**src/rtl/parity_frame_unit.sv**
```systemverilog
// Streaming frame parity generator: folds up to FRAME_LEN words of WIDTH bits into one parity bit.
// Optional frame checker (chk_parity/out_error) is built when PARITY_CHECK_EN is defined.
module parity_frame_unit #(
  parameter int WIDTH     = 8,
  parameter int FRAME_LEN = 4,
  parameter int ODD       = 1
) (
  input  logic                             clk,
  input  logic                             reset_n,
  input  logic                             in_valid,
  output logic                             in_ready,
  input  logic [WIDTH-1:0]                 in_data,
  input  logic                             in_last,
`ifdef PARITY_CHECK_EN
  input  logic                             chk_parity,
  output logic                             out_error,
`endif
  output logic                             out_valid,
  input  logic                             out_ready,
  output logic                             out_parity,
  output logic [$clog2(FRAME_LEN+1)-1:0]   out_count,
  output logic                             busy
);

  localparam int CW = $clog2(FRAME_LEN + 1);

  typedef enum logic [1:0] {IDLE, ACCUM, DONE} state_t;

  state_t          state_q, state_d;
  logic            acc_q, acc_d;
  logic [CW-1:0]   cnt_q, cnt_d;
  logic            par_q, par_d;
  logic [CW-1:0]   count_q, count_d;

  logic            odd_bit;
  logic            accept;
  logic            word_par;
  logic            starting;
  logic            new_acc;
  logic [CW-1:0]   new_cnt;
  logic            frame_end;

  assign odd_bit  = (ODD != 0);
  assign in_ready = (state_q != DONE) | out_ready;
  assign accept   = in_valid & in_ready;
  assign word_par = ^in_data;
  // Any accepted word outside ACCUM opens a fresh frame, including one taken while the result retires.
  assign starting = (state_q != ACCUM);
  assign new_acc  = starting ? word_par : (acc_q ^ word_par);
  assign new_cnt  = starting ? CW'(1) : (cnt_q + CW'(1));
  assign frame_end = in_last | (new_cnt == CW'(FRAME_LEN));

`ifdef PARITY_CHECK_EN
  logic err_q, err_d;
  assign out_error = err_q;
`endif

  always_comb begin
    state_d = state_q;
    acc_d   = acc_q;
    cnt_d   = cnt_q;
    par_d   = par_q;
    count_d = count_q;
`ifdef PARITY_CHECK_EN
    err_d   = err_q;
`endif
    if (accept) begin
      acc_d = new_acc;
      cnt_d = new_cnt;
      if (frame_end) begin
        state_d = DONE;
        par_d   = new_acc ^ odd_bit;
        count_d = new_cnt;
`ifdef PARITY_CHECK_EN
        err_d   = chk_parity ^ (new_acc ^ odd_bit);
`endif
      end else begin
        state_d = ACCUM;
      end
    end else if ((state_q == DONE) && out_ready) begin
      state_d = IDLE;
    end
  end

  always_ff @(posedge clk) begin
    if (!reset_n) begin
      state_q <= IDLE;
      acc_q   <= 1'b0;
      cnt_q   <= '0;
      par_q   <= 1'b0;
      count_q <= '0;
`ifdef PARITY_CHECK_EN
      err_q   <= 1'b0;
`endif
    end else begin
      state_q <= state_d;
      acc_q   <= acc_d;
      cnt_q   <= cnt_d;
      par_q   <= par_d;
      count_q <= count_d;
`ifdef PARITY_CHECK_EN
      err_q   <= err_d;
`endif
    end
  end

  assign out_valid  = (state_q == DONE);
  assign busy       = (state_q == ACCUM);
  assign out_parity = par_q;
  assign out_count  = count_q;

endmodule

```
**config.mk**
```make
export PLATFORM = sky130hd
export DESIGN_NAME = parity_frame_unit
export DESIGN_NICKNAME = d
export VERILOG_FILES = /design/src/rtl/parity_frame_unit.sv
export SDC_FILE = /design/constraint.sdc
export NUM_CORES = 1
export LEC_CHECK = 0
export ABC_AREA = 1
export CORE_MARGIN = 2
export CORE_UTILIZATION = 48
export DETAILED_ROUTE_END_ITERATION = 16
export GPL_TIMING_DRIVEN = 0
export PLACE_DENSITY = 0.82
export SLEW_MARGIN = 20
export SYNTH_ARGS = -nofsm -noshare
export SYNTH_HDL_FRONTEND = slang
export SYNTH_SLANG_ARGS = --single-unit
```
**constraint.sdc**
```tcl
create_clock -name clk -period 3.4 [get_ports clk]
set_input_delay 0.68 -clock clk [delete_from_list [all_inputs] [get_ports clk]]
set_output_delay 0.68 -clock clk [all_outputs]
set_load 0.01 [all_outputs]
```
# ---- After elaboration in Yosys (flattened, before gate mapping)
# Index checks and enable logic that the tools add are counted.
dict set report totals {
  ff_bits 10
  latchBits 0
  ramBits 0
  rom_bits 0
  inputBits 13
  n_memories 0
}
dict set report op_classes {
  add_sub_neg 1
  mul 0
  div_mod_pow 0
  magnitude_cmp 0
  eq_ne 5
  n_shift 0
  muxes 5
  n_bitwise 5
  reduce_logical 4
}
# cell count
set op_table {}
lappend op_table {{8-bit XOR reduction} 1}
lappend op_table {{2-bit two-way mux} 3}
lappend op_table {{3-bit by 1-bit adder with 3-bit output, second input constant} 1}
lappend op_table {{3-bit equality test, second input constant} 1}
lappend op_table {{3-bit two-way mux} 1}
lappend op_table {{2-bit by 1-bit equality test with 1-bit output, second input constant} 1}
lappend op_table {{2-bit equality test, second input constant} 1}
lappend op_table {{2-bit by 1-bit != test with 1-bit output, second input constant} 1}
lappend op_table {{2-bit != test, second input constant} 1}
lappend op_table {{1-bit bitwise OR} 2}
lappend op_table {{2-bit AND reduction} 1}
lappend op_table {{2-bit nonzero test} 1}
lappend op_table {{1-bit bitwise AND} 1}
lappend op_table {{1-bit logical AND} 1}
lappend op_table {{1-bit two-way mux} 1}
lappend op_table {{1-bit inverter} 1}
lappend op_table {{1-bit XOR} 1}

# ---- Depth between registers and ports, before layout
# Gate-level depths: netlist of the first run.
dict set report logic_depth {
  word_depth 6
  depth_mapped 10
  mapped_depth_nobuf 10
}

# ---- Worst setup path after synthesis of the first run
# No wires, ideal clock.
dict set report synth_timing {
  kind {input -> output}
  startpoint {input out_ready}
  endpoint {output in_ready}
  arrival_time_ps 829
  slack_ps 1891
  path_stages 2
  n_path_buf 0
  cell_sequence {inv_1 > nand2_2}
}
dict set report synth_between {
  elab_chain_len 1
}
# item line
set synth_lines {}
lappend synth_lines {{from (decl)} 19} ;# input logic out_ready,
lappend synth_lines {{1-bit bitwise OR} 44} ;# assign in_ready = (state_q != DONE) | out_ready;
lappend synth_lines {{to (decl)} 11} ;# output logic in_ready,
# Every way passes these cells.

# ---- Final worst setup path of the first run
# Ends and elaborated chain as after synthesis.

==> impl_metrics.toml, run 1 <==
[die]
die_w_um = 40.75
fp.coreArea_mm2 = 0.001285
start_util_pct = 50.44
die_y_um = 40.75
num_io_pins = 20
die_area_mm2 = 0.001660
rows = 13

[power_and_ir_drop]
ir_worst_vdd_mv = 0.2582
power_density_mw_per_mm2 = 364.9
p_leak_nw = 0.4515

[worst_setup_path]
r2r_start = "cnt_q[0]"
cp.arrival_ps = 1810
path_buf_inv = 3
rrSetupSlack_ps = 2010
crit_chain = "clkdlybuf4s50_1 -> inv_1 -> nand2_2 -> clkdlybuf4s50_1"
crit_type = "input pin to primary output"
cp_top_family = "buffers and inverters"
cp-start-kind = "input pin"
critical-path-max-stage-delay_ps = 540
timing.rr.end = "out_parity"
path_common_cell = "clkdlybuf4s50_1"
cpMaxStageDelayCell = "clkdlybuf4s50_1"
end_kind = "primary output"
critPathMaxFanout = 2
cp_data_required_time_ps = 2720
rr_worst_depth = 9

[placed_design]
hpwl_um = 998
pre_cts_ws_ps = 910.7
gp_congestion = 0.7310
portBuffers = 19
place_area_um2 = 857.1

[final_layout]
fin_nets = 140
area_growth_pct = 37.84
fin_area_um2 = 893.4
fillers = 105
regArea_um2 = 200.2
final_util_pct = 69.52
multi_input_area_um2 = 370.4
antenna_cells = 0
drive_gt1_share_pct = 10.40

[timing]
max_freq_mhz = 401.7
min_period_over_period_pct = 73.21
fin_skew_ps = 1.311
min_period_ps = 2489
slew_viol_final = 0
setup_viol = 0
hold_viol_final = 0
fin_setup_tns_ps = 0
slew-limit-headroom_pct = 82.32
worst_pin_slew_ps = 264.4
fin_ws_ps = 910.7
rsz0062_at_grt = "false"

[clocking]
root_buffer = "clkbuf_4"
cts_tree = "built"
h-tree-depth = 1
cts.clk_slew.worst_paths_ps = 70
clk_latency_ps = 260
post_cts_resized = 0
hold_buffers = 0
post-cts-setup-buffer-count = 0
cts-buffers-inserted = 3
clock_path_buffers = 2
cts.sinks = 10

[synthesis]
synth_top_area_share_pct = 30.89
yosysSeqAreaShare_pct = 30.89
yosysWarnings = 0
synth_area_leaders = "dfxtp_1 (31%), nand2_1 (20%), inv_1 (10%), nor2_1 (5.2%), nand3_1 (4.6%)"
synth_nets = 116
ys_seq_elements = 10
yosys.area.top_type = "dfxtp_1"
synthesis.area_um2 = 648.1
avgSynthCellArea_um2 = 6.354
synth_cells = 102
ys_types = 20

[global_route]
track_usage_pct = 18.35
first_global_vias = 545
grt-ovfl-total = 0
grt_max_degree = 9
antenna_found_initial = 0
grt_pass1_wl_um = 1994

[detailed_routing]
vias_per_cell = 4.743
drt_iter0_drc = 17
vias = 664
dr.pass1.iters = 4
drt-wirelength-per-cell_um = 8.857
wl_um = 1240
drc_errors = 0
antenna_left = 0

[worst_hold_path]
min_to = "cnt_q[2]"
worstHoldStart = "cnt_q[2]"
hold_path_class = "register to register"
hold_path_depth = 2

[run]
cap_violations = 0

[run_status]
status = "finished, final reports clean"
==> through the flow <==
stage	hold slack [ps]	total power, mW	cells
after floorplan	441.0	0.1859	102
after detailed placement	461.6	0.2234	136
final	468.8	0.3260	140
after global routing	494.6	0.3493	140
after global placement	451.8	0.2201	136
after CTS	471.2	0.3284	140
==> cell families after synthesis <==
logic type | Yosys count | share of synthesized area [%]
DFF | 10 | 30.89
AOI/OAI and AO/OA | 10 | 9.847
buffers and inverters | 20 | 11.97
xor gates and xnor gates | 4 | 5.406
adders and majority gates | 1 | 1.930
and+or+nand+nor | 57 | 39.96
==> flip-flops by register name, summed over array words and instances (netlist names) <==
signal	cells
cnt_q	3
acc_q	1
out_count	3
out_parity	1
state_q	2
==> worst reg2reg max path, delay by kind of cell (launching register included) <==
kind                       cells  cell delay, ps
and+or+nand+nor                6             500
DFF                            1             390
adders and majority gates      1             200
AOI/OAI and AO/OA              1             200
buffers and inverters          1              40
==> report_power, final <==
part           internal [mW]  switching, mW
combinational         0.0428         0.0449
clock                 0.0650         0.0404
sequential             0.127        0.00609
==> per-layer routing <==
metal | up-vias | track usage [%] | wire length [µm]
met5 | - | 0 | 0
met4 | 0 | 6.667 | 15
met3 | 2 | 7.065 | 100
met2 | 26 | 32.54 | 609
met1 | 276 | 19.47 | 515
li1 | 360 | - | -
==> cells in the mapped netlist <==
cell type and count:
nand2_1 35, inv_1 18, dfxtp_1 10, nor2_1 9, nand3_1 6, a21oi_1 4, o21ai_0 4, nand2_4 2
xnor2_1 2, xor2_1 2, ha_1 1, inv_2 1, inv_4 1, nand2_2 1, nand3_2 1, nand3b_1 1
nor2_2 1, nor2_4 1, o211ai_1 1, o21ai_4 1
==> cells in the final DEF (no fill, tap or decap), types with 2 or more instances in the layout <==
cell type,count
clkbuf_4,3
dfxtp_1,10
nand3_1,6
xnor2_1,2
nor2_1,9
inv_1,18
o21ai_0,4
clkdlybuf4s50_1,19
nand2_1,35
a21oi_1,4
nand2_4,2
xor2_1,2
==> how the worst max path moves through the flow <==
stage / cells after the start / to / start
2_1_floorplan: 2 / in_ready / out_ready
3_3_place_gp: 4 / in_ready / out_ready
3_5_place_dp: 4 / in_ready / out_ready
4_1_cts: 4 / in_ready / out_ready
5_1_grt: 4 / in_ready / out_ready
6_report: 4 / in_ready / out_ready
==> layout make-up <==
class                           instances  area share (%)
Clock buffer                            4           4.062
Inverter                               20           8.683
Multi-Input combinational cell         72           41.46
Tap cell                               15           2.101
Sequential cell                        10           22.41
Timing Repair Buffer                   19           21.29
(Power assumes the default switching activity.)
==> run 2: changes to the inputs <==
Settings changed: CORE_UTILIZATION 48 to 44, PLACE_DENSITY 0.82 to 0.76.
Clock period 3.4 ns to 2.4 ns, I/O delays scaled along.
==> impl_metrics.toml, run 2 (synthesis results as in run 1) <==
[run_status]
status = "finished, final reports clean"

[placed_design]
pre_cts_ws_ps = 298.5
hpwl_um = 1006
gp_congestion = 0.7422
portBuffers = 19
place_area_um2 = 857.1
dp_cells = 136

[clocking]
h-tree-depth = 1
cts-buffers-inserted = 3
cts.clk_slew.worst_paths_ps = 70
clk_latency_ps = 270
root_buffer = "clkbuf_4"
hold_buffers = 0
post_cts_resized = 0
post-cts-setup-buffer-count = 0
clock_path_buffers = 2
cts.sinks = 10
cts_tree = "built"

[die]
start_util_pct = 48.59
fp.coreArea_mm2 = 0.001334
rows = 13
num_io_pins = 20
die_y_um = 42.38
die_w_um = 42.38
die_area_mm2 = 0.001796

[worst_setup_path]
rrSetupSlack_ps = 1000
path_common_cell = "clkdlybuf4s50_1"
critPathMaxFanout = 2
cpMaxStageDelayCell = "clkdlybuf4s50_1"
rr_worst_depth = 9
timing.rr.end = "out_parity"
r2r_start = "cnt_q[0]"
cp.arrival_ps = 1620
cp_data_required_time_ps = 1920
end_kind = "primary output"
cp-start-kind = "input pin"
critical-path-max-stage-delay_ps = 530
cp_top_family = "buffers and inverters"
crit_chain = "clkdlybuf4s50_1 -> inv_1 -> nand2_2 -> clkdlybuf4s50_1"
crit_type = "input pin to primary output"
path_buf_inv = 3

[detailed_routing]
drc_errors = 0
wl_um = 1288
antenna_left = 0
dr.pass1.iters = 4
drt_iter0_drc = 9
vias = 640
drt-wirelength-per-cell_um = 9.200
vias_per_cell = 4.571

[final_layout]
fin_nets = 140
final_cell_mix = "nand2_1 (35), clkdlybuf4s50_1 (19), inv_1 (18)"
antenna_cells = 0
drive_gt1_share_pct = 10.40
final_common_cell = "nand2_1"
fin_cells = 140
area_growth_pct = 37.84
fillers = 120
fin_area_um2 = 893.4

[power_and_ir_drop]
p_leak_nw = 0.4515
ir_worst_vdd_mv = 0.3706
power_density_mw_per_mm2 = 523.8

[timing]
setup_viol = 0
min_period_over_period_pct = 87.31
slew-limit-headroom_pct = 83.27
min_period_ps = 2095
max_freq_mhz = 477.2
fin_setup_tns_ps = 0
hold_viol_final = 0
slew_viol_final = 0
fin_ws_ps = 304.6
rsz0062_at_grt = "false"
fin_skew_ps = 2.248
worst_pin_slew_ps = 248.4
whs_ps = 467.0

[worst_hold_path]
hold_path_depth = 2
hold_path_class = "register to register"
worstHoldStart = "cnt_q[2]"
min_to = "cnt_q[2]"

[global_route]
first_global_vias = 617
grt_max_degree = 9
grt_pass1_wl_um = 2394
grt_util_met2_pct = 28.00
grt-ovfl-total = 0
top_usage_layer = "met2"
antenna_found_initial = 0
use_met3_pct = 4.741
use_met1_pct = 21.05
track_usage_pct = 17.48

[run]
cap_violations = 0
run 2: report_power, final:
part / switching [mW] / total [mW] / internal [mW] / leakage, nW
Sequential: 0.00870 / 0.188 / 0.180 / 0.0828
Combinational: 0.0636 / 0.124 / 0.0606 / 0.348
Clock: 0.0631 / 0.155 / 0.0923 / 0.0210
run 2: final cells by class:
cell class	instances	area (µm²)	area share, %
multi-input combinational	72	370.4	41.46
sequential	10	200.2	22.41
timing repair buffer	19	190.2	21.29
inverter	20	77.57	8.683
clock buffer	4	36.28	4.062
tap	15	18.77	2.101
run 2: worst max-delay path by stage:
stage                          from          to  slack [ps]  cells past startpoint
final                     out_ready    in_ready         300                      4
after detailed placement  out_ready    in_ready         300                      4
after CTS                 out_ready    in_ready         300                      4
after global routing      out_ready    in_ready         260                      4
after global placement    out_ready    in_ready         310                      4
after floorplan            cnt_q[0]  out_parity        1160                      8
run 2: layer usage:
metal	vias to the layer above	share of wire, %
met4	0	2.6
li1	356	-
met1	262	48
met2	17	43
met5	-	0
met3	5	6.6
run 2: metrics by stage:
stage / power [mW] / utilization, %
floorplan: 0.2634 / -
global placement: 0.3125 / 64.26
detailed placement: 0.3160 / 64.26
CTS: 0.4717 / 66.98
global route: 0.4966 / 66.98
finish: 0.4680 / 66.98
run 2: worst min-delay path, cell delays in order, from the launching register on:
cell and delay, ps:
dfxtp_1 310, inv_1 60, a21oi_1 60
==> run 3: changes to the inputs <==
Settings changed: CTS_CLUSTER_DIAMETER set to 30.
==> results of run 3 <==
The final DEF is identical to that of run 2; final timing and power are the same.
